<file path="src/rtl/div_ratio_ctrl.sv">
// Run-time divide-ratio controller: glitch-free ratio changes at period boundaries, clean start/stop.
// Optional DIV_RATIO_CTRL_DUTY50_EN adds a negedge flop so odd ratios get a 50% duty clk_out.
module div_ratio_ctrl #(
    parameter int DIV_W    = 8,
    parameter int DIV_INIT = 10
) (
    input  logic             clk,
    input  logic             rst,
    input  logic             en,
    input  logic             cfg_valid,
    input  logic [DIV_W-1:0] cfg_div,
    output logic             cfg_ready,
    output logic             cfg_done,
    output logic             cfg_err,
    output logic             clk_out,
    output logic             tick,
    output logic             busy,
    output logic [DIV_W-1:0] cur_div
);

    typedef enum logic [1:0] {
        IDLE = 2'd0,
        RUN  = 2'd1,
        STOP = 2'd2
    } state_t;

    state_t           state, state_nxt;
    logic [DIV_W-1:0] cnt, cnt_nxt;
    logic [DIV_W-1:0] div_nxt;
    logic [DIV_W-1:0] pend_div, pend_div_nxt;
    logic             pend, pend_nxt;
    logic             clk_out_r, clk_out_nxt;
    logic             done_nxt, err_nxt;
    logic             running, wrap, xfer, legal;

    assign running   = (state != IDLE);
    assign wrap      = running && (cnt == cur_div - DIV_W'(1));
    assign cfg_ready = !pend;
    assign xfer      = cfg_valid && cfg_ready;
    assign legal     = (cfg_div >= DIV_W'(2));
    assign busy      = running;
    assign tick      = wrap;

    always_comb begin
        state_nxt    = state;
        div_nxt      = cur_div;
        pend_nxt     = pend;
        pend_div_nxt = pend_div;
        done_nxt     = 1'b0;
        err_nxt      = 1'b0;

        unique case (state)
            IDLE:    if (en) state_nxt = RUN;
            RUN:     if (!en) state_nxt = STOP;
            STOP: begin
                if (en)        state_nxt = RUN;
                else if (wrap) state_nxt = IDLE;
            end
            default: state_nxt = IDLE;
        endcase

        // A ratio only takes effect where cnt restarts at 0, so a period is never cut short.
        if (xfer && !legal) begin
            err_nxt = 1'b1;
        end else if (xfer && (!running || wrap)) begin
            div_nxt  = cfg_div;
            done_nxt = 1'b1;
        end else if (xfer) begin
            pend_nxt     = 1'b1;
            pend_div_nxt = cfg_div;
        end else if (wrap && pend) begin
            div_nxt  = pend_div;
            pend_nxt = 1'b0;
            done_nxt = 1'b1;
        end

        cnt_nxt     = (running && !wrap) ? cnt + DIV_W'(1) : '0;
        clk_out_nxt = (state_nxt != IDLE) && (cnt_nxt < (div_nxt >> 1));
    end

    always_ff @(posedge clk or posedge rst) begin
        if (rst) begin
            state     <= IDLE;
            cnt       <= '0;
            cur_div   <= DIV_W'(DIV_INIT);
            pend      <= 1'b0;
            pend_div  <= '0;
            clk_out_r <= 1'b0;
            cfg_done  <= 1'b0;
            cfg_err   <= 1'b0;
        end else begin
            state     <= state_nxt;
            cnt       <= cnt_nxt;
            cur_div   <= div_nxt;
            pend      <= pend_nxt;
            pend_div  <= pend_div_nxt;
            clk_out_r <= clk_out_nxt;
            cfg_done  <= done_nxt;
            cfg_err   <= err_nxt;
        end
    end

`ifdef DIV_RATIO_CTRL_DUTY50_EN
    // Half-cycle delayed copy stretches the high phase by half a clk for odd ratios.
    logic clk_out_n;

    always_ff @(negedge clk or posedge rst) begin
        if (rst) clk_out_n <= 1'b0;
        else     clk_out_n <= clk_out_r;
    end

    assign clk_out = cur_div[0] ? (clk_out_r | clk_out_n) : clk_out_r;
`else
    assign clk_out = clk_out_r;
`endif

endmodule

</file>
<file path="config.mk">
export PLATFORM = sky130hd
export DESIGN_NAME = div_ratio_ctrl
export DESIGN_NICKNAME = d
export VERILOG_FILES = /design/src/rtl/div_ratio_ctrl.sv
export SDC_FILE = /design/constraint.sdc
export NUM_CORES = 1
export LEC_CHECK = 0
export BUFFER_PORTS_ARGS = -buffer_cell sky130_fd_sc_hd__buf_2
export CAP_MARGIN = 20
export CORE_AREA = 2 2 54 107
export DETAILED_ROUTE_END_ITERATION = 8
export DIE_AREA = 0 0 56 109
export PLACE_DENSITY = 0.6
export SKIP_CTS_REPAIR_TIMING = 1
export SLEW_MARGIN = 30
export SYNTH_ARGS = -nofsm -noshare
export SYNTH_HDL_FRONTEND = slang
export SYNTH_SLANG_ARGS = --single-unit
</file>
<file path="constraint.sdc">
create_clock -name clk -period 10.5 [get_ports clk]
set_clock_uncertainty 0.05 [all_clocks]
set_input_delay 1.05 -clock clk [delete_from_list [all_inputs] [get_ports clk]]
set_output_delay 1.05 -clock clk [all_outputs]
set_load 0.005 [all_outputs]
</file>
-- Yosys cells after proc, flatten, opt, wreduce, memory -nomap -nowiden
Index checks and enable logic that the tools add are counted.
- multipliers: 0
- equality and inequality tests: 4
- bitwise gates (word level): 2
- divide/modulo/power cells: 0
- multiplexer cells: 17
- reductions and logical operators: 20
- shift operators: 0
- magnitude comparators: 2
- add/subtract/negate cells: 2
- operators by type and width (kind ; count):
    8-bit 2-to-1 mux ; 5
    3-bit AND reduction ; 3
    8-bit by 1-bit adder with 8-bit output (second input constant) ; 1
    8-bit equality test ; 1
    8-bit by 2-bit greater-or-equal comparator with 1-bit output (second input constant) ; 1
    8-bit by 7-bit less-than comparator with 1-bit output ; 1
    2-bit 2-to-1 mux ; 4
    2-bit nonzero test ; 4
    8-bit by 1-bit subtractor with 8-bit output (second input constant) ; 1
    1-bit logical AND ; 7
    1-bit 2-to-1 mux ; 7
    2-bit one-hot mux with 3 select lines ; 1
    1-bit logical NOT ; 4
    2-bit by 1-bit equality test with 1-bit output (second input constant) ; 1
    2-bit equality test (second input constant) ; 1
    2-bit logical NOT ; 1
    2-bit by 1-bit != test with 1-bit output (second input constant) ; 1
    1-bit NOT ; 2
    1-bit logical OR ; 1
- bits in latches: 0
- bits in read-only memories: 0
- register bits after elaboration: 30
- output and inout port bits: 14
- word-level logic and storage cells: 56
- memories kept: 0
- input port bits: 12
- bits in writable memories: 0

-- Depth between registers and ports, before layout
Gate-level depths: netlist (run 1).
- word-level depth: 10
- gate-level depth with buffers: 15
- depth with buffers taken out: 14

-- Least setup slack after synthesis (run 1)
OpenSTA, ideal clock, no wires.
- kind: reg2reg
- from: reg cur_div[0]
- to: reg clk_out_r (netlist: clk_out)
- arrival time: 3.604 ns
- clock period less this slack: 3.758 ns
- setup time: 0.104 ns
- data required time: 10.346 ns
- buffers on the path: 1
- stages on the path, launching flop included: 16
- setup slack: 6.742 ns
- cell sequence: dfrtp_1 -> inv_1 -> ha_1 -> or3b_4 -> or4_4 -> a211oi_2 -> o211ai_2 -> a22oi_4 -> buf_6 -> o221ai_1 -> ha_1 -> o21ai_0 -> nor2_1 -> a221oi_1 -> o31ai_1 -> a221oi_1
- cells in the longest elaborated chain, start to end: 10
- elaborated cells on any way between the ends: 19
- those cells by class: add/sub: 1; order compare: 1; eq/ne: 1; mux: 8; reduce/logical: 8
- RTL lines (element ; RTL line ; text):
    start: declaration ; 18 ; output logic [DIV_W-1:0] cur_div
    start signal: assignment ; 85 ; cur_div <= DIV_W'(DIV_INIT);
    start signal: assignment ; 94 ; cur_div <= div_nxt;
    8-bit by 1-bit subtractor with 8-bit output * ; 37 ; assign wrap = running && (cnt == cur_div - DIV_W'(1));
    8-bit equality test * ; 37 ;
    1-bit logical AND * ; 37 ;
    1-bit logical AND ; 71 ; end else if (wrap && pend) begin
    8-bit 2-to-1 mux ; 71 ;
    8-bit 2-to-1 mux ; 68 ; end else if (xfer) begin
    8-bit 2-to-1 mux ; 65 ; end else if (xfer && (!running || wrap)) begin
    8-bit 2-to-1 mux ; 63 ; if (xfer && !legal) begin
    8-bit by 7-bit less-than comparator with 1-bit output ; 78 ; clk_out_nxt = (state_nxt != IDLE) && (cnt_nxt < (div_nxt >> 1));
    1-bit logical AND * ; 78 ;
    via clk_out_nxt ; 32 ; logic clk_out_r, clk_out_nxt;
    end signal: assignment ; 97 ; clk_out_r <= clk_out_nxt;
    end: declaration ; 32 ;
Mark *: on every way through the listed nets, which the timed path passes. The rest lies on a longest branch. The select of a mux whose other input is x is not followed.
A chain may end at the register's enable or synchronous reset.

-- Worst setup path in the final report (run 1)
Ends and elaborated chain as after synthesis.

==> implementation parameters, run 1 <==
Parameter                              Value

Run status
  Outcome ... finished clean

Floorplanning
  Area of the die ... 6100 µm²
  Die boundary height ... 109 µm
  I/O pin count ... 26
  Width of the die ... 56 µm
  Area of the core ... 5330 µm²
  Site row count ... 38
  Initial core utilization ... 0.336

Worst setup path
  Required time at the worst-slack endpoint ... 10.63 ns
  Chain of cells forming the critical path ... inv_1 > ha_1 > or3b_4 > or4_4 > a211oi_2 > o211ai_2 > a22oi_4 > o221ai_1 > ha_1 > o21ai_0 > nor2_1 > a221oi_1 > o31ai_1 > a221oi_1
  Startpoint kind of the worst setup timing path ... flop
  CP Max Fanout ... 16
  Kind of end point of the critical path ... flop
  Max stage delay cell, worst path ... sky130_fd_sc_hd__a22oi_4
  Stage delay of the slowest cell on the critical path ... 0.52 ns
  Number of cells on the worst reg-to-reg path ... 14
  Worst endpoint data arrival time ... 4.56 ns
  Type of the setup path with the least slack ... flop to flop

Yosys
  Cells after synthesis ... 171
  Proportion of synthesized flip-flops having asynchronous set or reset ... 1.00
  Leading register cell type out of synthesis ... sky130_fd_sc_hd__dfrtp_1
  Sequential cell area fraction in the yosys report ... 0.421
  Synthesized net count ... 191
  Number of warnings printed during yosys synthesis ... 0
  Biggest area contributors in the synthesized netlist ... sky130_fd_sc_hd__dfrtp_1 39%, sky130_fd_sc_hd__ha_1 5.6%, sky130_fd_sc_hd__xnor2_1 3.9%
  Cell area after synthesis ... 1790 µm²
  Fraction of post-synthesis cell area in the top cell type by area ... 0.392
  Cell type with the largest total area after synthesis ... sky130_fd_sc_hd__dfrtp_1
  Number of different library cells in the post-synthesis netlist ... 49
  Yosys reg bits ... 30
  Per-instance average area after synthesis ... 10.5 µm²
  Number of enable flip-flop cells after synthesis ... 0

Route
  DR pass1 iterations ... 4
  Final antenna-violating net count ... 0
  DRT Wirelength ... 4400 µm
  DRC marker count from the first detailed-route iteration ... 51
  Via density per instance ... 5.77
  Total via count after detailed routing ... 1483
  Number of remaining DRC errors ... 0
  Routed wire per std cell ... 17.1 µm

Power and ir drop
  Comb pwr share ... 0.295
  Clock network fraction of total power ... 0.231
  VDD IR-drop max ... 84.9 µV
  Design internal power ... 248 µW
  Proportion of power drawn by flip-flops and latches ... 0.474
  Net Sw Power ... 128 µW
  Net Sw Frac ... 0.340
  Leakage power ... 0.853 nW
  Power per unit of standard cell area ... 186 nW/µm²

STA
  Final setup fails ... 0
  Final worst path period need ... 4.43 ns
  Worst-case headroom to the max-slew limit ... 0.519
  Final-layout setup total negative slack ... 0 ns
  Worst hold slack ... 0.450 ns
  Final count of pins violating max slew ... 0
  Share of the clock period used by the worst path after layout ... 0.422
  Hold violation total from the final report ... 0
  Pin slew with the least headroom to its limit ... 0.720 ns
  Setup repair after global routing missed its margin ... false
  Highest Clock Rate ... 226 MHz

Placement
  IO buf count ... 25
  RePlAce Congestion ... 0.845
  Post-DP Area ... 1950 µm²
  Post-DP HPWL ... 3270 µm

Clock tree
  Clock sink count ... 30
  TritonCTS Buffers ... 5
  H-tree depth ... 2
  CTS max path bufs ... 2
  Clock-pin slew of the registers on the worst-case setup and hold paths ... 0.06 ns
  Root Buffer ... sky130_fd_sc_hd__clkbuf_8
  Clock latency reported for the late side of the worst-skew pair ... 0.28 ns
  Clock tree from TritonCTS ... yes

Global routing
  Initial antenna violation count ... 0
  Total global routing track utilization ... 0.151
  First-pass GRT wire length ... 7120 µm
  Pin count of the biggest net entering global routing ... 31
  Via count of the first global-routing pass ... 1463
  Overflow left after global routing ... 0

Final layout
  Final-layout fill cell count ... 542
  Number of antenna cells inserted ... 0
  Number of nets in the layout ... 217
  Layout cells sized above 1 ... 0.274
  Relative area change from synthesis to final layout ... 13.2%
  Non-Filler Cell Area, Final ... 2020 µm²

Hold path
  Path category of the worst min-delay check ... flop to flop
  Worst hold path stage count ... 1

Job
  Maximum Capacitance Violations ... 0
==> sequential cells by signal, indices dropped and copies added (netlist names) <==
signal	cells
cfg_done	1
cfg_err	1
clk_out	1
cnt	8
cur_div	8
pend	1
pend_div	8
state	2
==> power by group through the flow <==
stage | logic (mW) | registers (mW) | clock network (mW)
global route | 0.125 | 0.183 | 0.0947
floorplan | 0.0871 | 0.168 | 0
finish | 0.111 | 0.178 | 0.0869
detailed placement | 0.112 | 0.180 | 0
global placement | 0.110 | 0.178 | 0
CTS | 0.112 | 0.177 | 0.0893
==> Yosys cell counts, drive strengths merged, types with 2 or more instances <==
cell type	count
dfrtp	28
nor2	16
ha	8
nand2	8
nand3	8
xnor2	8
o221a	6
o221ai	6
or3	6
a21oi	5
inv	5
mux2	5
xor2	5
buf	4
nor3	4
a32o	3
clkbuf	3
nor2b	3
o21ai	3
a211oi	2
a21o	2
a221oi	2
and2	2
dfstp	2
nand2b	2
nand3b	2
nor4	2
o311ai	2
o31ai	2
or4	2
==> worst paths after layout <==
| path | from | endpoint | slack (ns) |
|---|---|---|---|
| setup / recovery | cur_div[0]$_DFFE_PP0P_ | clk_out$_DFF_PP0_ | 6.07 |
| hold / removal | pend_div[1]$_DFFE_PP0P_ | pend_div[1]$_DFFE_PP0P_ | 0.45 |
| setup reg to reg | cur_div[0]$_DFFE_PP0P_ | clk_out$_DFF_PP0_ | 6.07 |
| hold reg to reg | pend_div[1]$_DFFE_PP0P_ | pend_div[1]$_DFFE_PP0P_ | 0.45 |
| max in group asynchronous | rst | cur_div[3]$_DFF_PP1_ | 9.29 |
| min in group asynchronous | rst | cnt[4]$_DFF_PP0_ | 0.78 |
==> stage by stage <==
stage / utilization / worst slack (ns) / power (mW) / std cells
2_1_floorplan: - / 6.74 / 0.255 / 171
3_3_place_gp: 0.365 / 6.21 / 0.288 / 250
3_5_place_dp: 0.365 / 6.07 / 0.291 / 250
4_1_cts: 0.380 / 6.06 / 0.379 / 257
5_1_grt: 0.380 / 5.80 / 0.402 / 257
6_report: 0.380 / 6.07 / 0.376 / 257
==> cell type report <==
class	instances	area (µm²)	share of cell area
flip-flops and latches	30	753	0.372
multi-input cells	128	962	0.475
clock buffers	5	68.8	0.0340
clock inverters	2	10.0	0.00494
well taps	60	75.1	0.0371
inverters	6	22.5	0.0111
repair buffers	26	133	0.0655
==> logic make-up (layout without fill, tap and decap cells) <==
group                    Yosys count  after routing  share of synthesized area
adder cells (fa/ha/maj)            8              8                     0.0560
buffers and inverters             13             39                     0.0406
flip-flops                        30             30                      0.421
AO/OA/AOI/OAI                     42             42                      0.208
AND/OR/NAND/NOR                   60             60                      0.179
XOR/XNOR                          13             13                     0.0637
multiplexers                       5              5                     0.0315
==> placed cells by master (no fill, tap or decap), types with 3 or more instances in the layout <==
master / synthesis / layout
sky130_fd_sc_hd__xnor2_1: 8 / 8
sky130_fd_sc_hd__or3_1: 6 / 6
sky130_fd_sc_hd__a21oi_1: 5 / 5
sky130_fd_sc_hd__mux2_2: 5 / 5
sky130_fd_sc_hd__nor2b_1: 3 / 3
sky130_fd_sc_hd__inv_1: 5 / 5
sky130_fd_sc_hd__xor2_1: 5 / 5
sky130_fd_sc_hd__dfrtp_1: 28 / 28
sky130_fd_sc_hd__o21ai_0: 3 / 3
sky130_fd_sc_hd__nand3_1: 7 / 7
sky130_fd_sc_hd__o221ai_1: 6 / 6
sky130_fd_sc_hd__o221a_2: 6 / 6
sky130_fd_sc_hd__nand2_1: 8 / 8
sky130_fd_sc_hd__a32o_1: 3 / 3
sky130_fd_sc_hd__buf_2: 1 / 25
sky130_fd_sc_hd__nor2_1: 16 / 16
sky130_fd_sc_hd__nor3_1: 4 / 4
sky130_fd_sc_hd__ha_1: 8 / 8
sky130_fd_sc_hd__clkbuf_8: 0 / 5
==> critical path, delay by kind of cell, from the launching register on <==
kind	cells	cell delay [ns]
AND/OR/NAND/NOR	3	0.99
flip-flops	1	0.46
AO/OA/AOI/OAI	8	2.21
adder cells (fa/ha/maj)	2	0.53
buffers and inverters	1	0.09
==> layer usage <==
layer / vias to the layer above / wire length [µm] / global-route usage / part of all wire
met2: 56 / 2180 / 0.257 / 0.49
met5: - / 0 / 0 / 0
li1: 696 / - / - / -
met3: 13 / 215 / 0.0273 / 0.049
met4: 0 / 99 / 0.0646 / 0.023
met1: 718 / 1910 / 0.185 / 0.43
No activity file was read; power rests on OpenSTA's default activity.
==> run 2, diff against run 1 <==
--- a/config.mk
+++ b/config.mk
@@ -10,7 +10,7 @@
 export CORE_AREA = 2 2 54 107
 export DETAILED_ROUTE_END_ITERATION = 8
 export DIE_AREA = 0 0 56 109
-export PLACE_DENSITY = 0.6
+export PLACE_DENSITY = 0.62
 export SKIP_CTS_REPAIR_TIMING = 1
 export SLEW_MARGIN = 30
 export SYNTH_ARGS = -nofsm -noshare
==> constraint.sdc (replaced) <==
create_clock -name clk -period 3.8 [get_ports clk]
set_clock_uncertainty 0.05 [all_clocks]
set_input_delay 0.38 -clock clk [delete_from_list [all_inputs] [get_ports clk]]
set_output_delay 0.38 -clock clk [all_outputs]
set_load 0.005 [all_outputs]
==> run 2 against run 1 <==
Effect of this change: sequential cell count unchanged; largest cell class unchanged; routed wire length increased by 7.9%; final area increased by 13%; highest routed layer unchanged; sequential share of layout area down 4.3 points; clock power increased to 3.0 times the previous value; worst hold slack got worse by 0.32 ns; cell count is 6.2% higher; register-to-register slack worse by 6.0 ns.
==> implementation parameters, run 2 (synthesis results as in run 1) <==
Parameter                              Value

Run status
  Outcome ... finished clean

STA
  Share of the clock period used by the worst path after layout ... 0.974 (+0.551)
  Hold violation total from the final report ... 0 (unchanged)
  Final worst path period need ... 3.70 ns (-0.733 ns)
  Post-route worst setup slack ... 0.101 ns (-5.97 ns)
  Final count of pins violating max slew ... 0 (unchanged)
  Worst-case headroom to the max-slew limit ... 0.425 (-0.0937)
  Highest Clock Rate ... 270 MHz (+20%)
  Pin slew with the least headroom to its limit ... 0.849 ns (+0.129 ns)
  Final setup fails ... 0 (unchanged)

Worst setup path
  Max stage delay cell, worst path ... sky130_fd_sc_hd__or4_4
  Crit path to ... clk_out$_DFF_PP0_
  Number of cells on the worst reg-to-reg path ... 16 (+2)
  Startpoint kind of the worst setup timing path ... flop
  Crit Reg-Reg Startpoint ... cur_div[0]$_DFFE_PP0P_
  Cell repeated most along the worst path ... sky130_fd_sc_hd__buf_6
  CP Max Fanout ... 7 (-9)
  Required time at the worst-slack endpoint ... 3.90 ns (-6.73 ns)
  Type of the setup path with the least slack ... flop to flop
  Stage delay of the slowest cell on the critical path ... 0.44 ns (-0.08 ns)
  Chain of cells forming the critical path ... inv_2 > ha_4 > or3b_4 > or4_4 > a211oi_4 > o211ai_4 > a22oi_4 > buf_6 > o221ai_2 > ha_1 > nand3_2 > nor2_4 > buf_6 > nand3_1 > a31oi_1 > a221oi_2
  Sum of buffers and inverters on the critical path ... 3 (+2)
  R2R Path End ... clk_out$_DFF_PP0_
  Family of cells with the greatest summed delay on the critical path ... compound AO/OA/AOI/OAI gates
  Worst endpoint data arrival time ... 3.80 ns (-0.76 ns)
  Kind of end point of the critical path ... flop
  Slack of the worst reg-to-reg path ... 0.10 ns (-5.97 ns)
  Startpoint of the worst setup timing path ... cur_div[0]$_DFFE_PP0P_
  Number of cells on the critical path ... 16 (+2)

Route
  DRC marker count from the first detailed-route iteration ... 74 (+45%)
  Number of remaining DRC errors ... 0 (unchanged)
  DRT Wirelength ... 4750 µm (+7.9%)
  Routed wire per std cell ... 17.4 µm (+1.6%)
  DR pass1 iterations ... 4 (unchanged)
  Via density per instance ... 5.62 (-2.6%)
  Total via count after detailed routing ... 1535 (+3.5%)
  Final antenna-violating net count ... 0 (unchanged)

Power and ir drop
  Proportion of power drawn by flip-flops and latches ... 0.406 (-0.068)
  Net Sw Frac ... 0.343 (+0.00337)
  VDD IR-drop max ... 357 µV (+320%)
  Design internal power ... 757 µW (+210%)
  Power per unit of standard cell area ... 504 nW/µm² (+170%)
  Overall Power ... 1.15 mW (+210%)
  Leakage power ... 0.971 nW (+14%)
  Clock network fraction of total power ... 0.227 (-0.004)
  Comb pwr share ... 0.367 (+0.072)
  Net Sw Power ... 396 µW (+210%)

Global routing
  Overflow left after global routing ... 0 (unchanged)
  Via count of the first global-routing pass ... 1478 (+1.0%)
  First-pass GRT wire length ... 7020 µm (-1.3%)
  Initial antenna violation count ... 0 (unchanged)
  Pin count of the biggest net entering global routing ... 31 (unchanged)
  Total global routing track utilization ... 0.151 (about the same)

Clock tree
  Clock tree from TritonCTS ... yes
  Clock latency reported for the late side of the worst-skew pair ... 0.28 ns (about the same)
  Clock-pin slew of the registers on the worst-case setup and hold paths ... 0.06 ns (about the same)
  Root Buffer ... sky130_fd_sc_hd__clkbuf_8
  CTS max path bufs ... 2 (unchanged)
  H-tree depth ... 2 (unchanged)
  TritonCTS Buffers ... 5 (unchanged)
  Clock sink count ... 30 (unchanged)

Final layout
  Top flop regs ... cnt (8), cur_div (8), pend_div (8)
  Layout cells sized above 1 ... 0.390 (+0.116)
  Most frequent cells in the layout ... 28 x sky130_fd_sc_hd__dfrtp_1, 25 x sky130_fd_sc_hd__buf_2, 15 x sky130_fd_sc_hd__nor2_1
  Relative area change from synthesis to final layout ... 28.1%
  Leading cell type in the layout, fill and taps excluded ... sky130_fd_sc_hd__dfrtp_1
  Number of antenna cells inserted ... 0 (unchanged)
  Post-route non-filler standard cell count ... 273 (+6.2%)
  Number of nets in the layout ... 232 (+6.9%)
  Final-layout fill cell count ... 523 (-3.5%)
  Final cell utilization of the core ... 0.430 (+0.0498)

Floorplanning
  Die boundary height ... 109 µm (unchanged)
  I/O pin count ... 26 (unchanged)
  Site row count ... 38 (unchanged)
  Area of the core ... 5330 µm² (unchanged)
  Width of the die ... 56 µm (unchanged)
  Initial core utilization ... 0.336 (unchanged)
  Area of the die ... 6100 µm² (unchanged)

Placement
  Post-DP HPWL ... 3410 µm (+4.1%)
  Cell Count Post-Placement ... 260 (+4.0%)
  IO buf count ... 25 (unchanged)
  RePlAce Congestion ... 0.796 (-5.8%)
  Setup slack at placement ... -0.134 ns (-6.21 ns)

Job
  Maximum Capacitance Violations ... 0 (unchanged)

Hold path
  Path category of the worst min-delay check ... input pin to async pin
[run 2: cell types whose count changed in the layout (fill, tap and decap cells not counted), sizes merged]
cell    before  now
clkinv       3    1
o211ai       1    2
clkbuf       5    8
buf         26   40
[run 2: power groups by stage]
stage | Combinational (mW) | Clock (mW) | Sequential (mW)
after floorplan | 0.241 | 0 | 0.464
after global placement | 0.356 | 0 | 0.468
after detailed placement | 0.369 | 0 | 0.472
after CTS | 0.371 | 0.267 | 0.466
after global routing | 0.464 | 0.283 | 0.479
final | 0.423 | 0.262 | 0.469
[run 2: worst min path at each step]
stage	from	to	slack [ns]	depth (start not counted)
after floorplan	en	state[1]$_DFF_PP0_	0.39	1
after global placement	pend_div[2]$_DFFE_PP0P_	pend_div[2]$_DFFE_PP0P_	0.43	1
after detailed placement	pend_div[2]$_DFFE_PP0P_	pend_div[2]$_DFFE_PP0P_	0.44	1
after CTS	rst	pend_div[5]$_DFFE_PP0P_	0.15	2
after global routing	rst	pend_div[5]$_DFFE_PP0P_	0.19	2
final	rst	pend_div[5]$_DFFE_PP0P_	0.13	2
[run 2: cell type report]
cell class / instances / area, µm² / share of cell area
Sequential cell: 30 / 753 / 0.329
Clock buffer: 8 / 90.1 / 0.0393
Tap cell: 60 / 75.1 / 0.0328
Timing Repair Buffer: 40 / 249 / 0.109
Inverter: 6 / 22.5 / 0.00984
Multi-Input combinational cell: 129 / 1100 / 0.480
[run 2: metrics by stage]
| step | setup TNS, ns | hold WS, ns | area (µm²) |
|---|---|---|---|
| 6_report | 0 | 0.128 | 2290 |
| 5_1_grt | -0.0912 | 0.190 | 2290 |
| 4_1_cts | -0.127 | 0.149 | 2110 |
| 3_5_place_dp | -0.134 | 0.438 | 2020 |
| 3_3_place_gp | -0.0541 | 0.428 | 2020 |
| 2_1_floorplan | 0 | 0.393 | 1790 |
[run 2: routing by layer]
layer	vias to the layer above	track usage	part of all wire
met5	-	0	0
met4	0	0.0561	0.018
met2	53	0.268	0.53
li1	738	-	-
met3	13	0.0344	0.053
met1	731	0.175	0.40
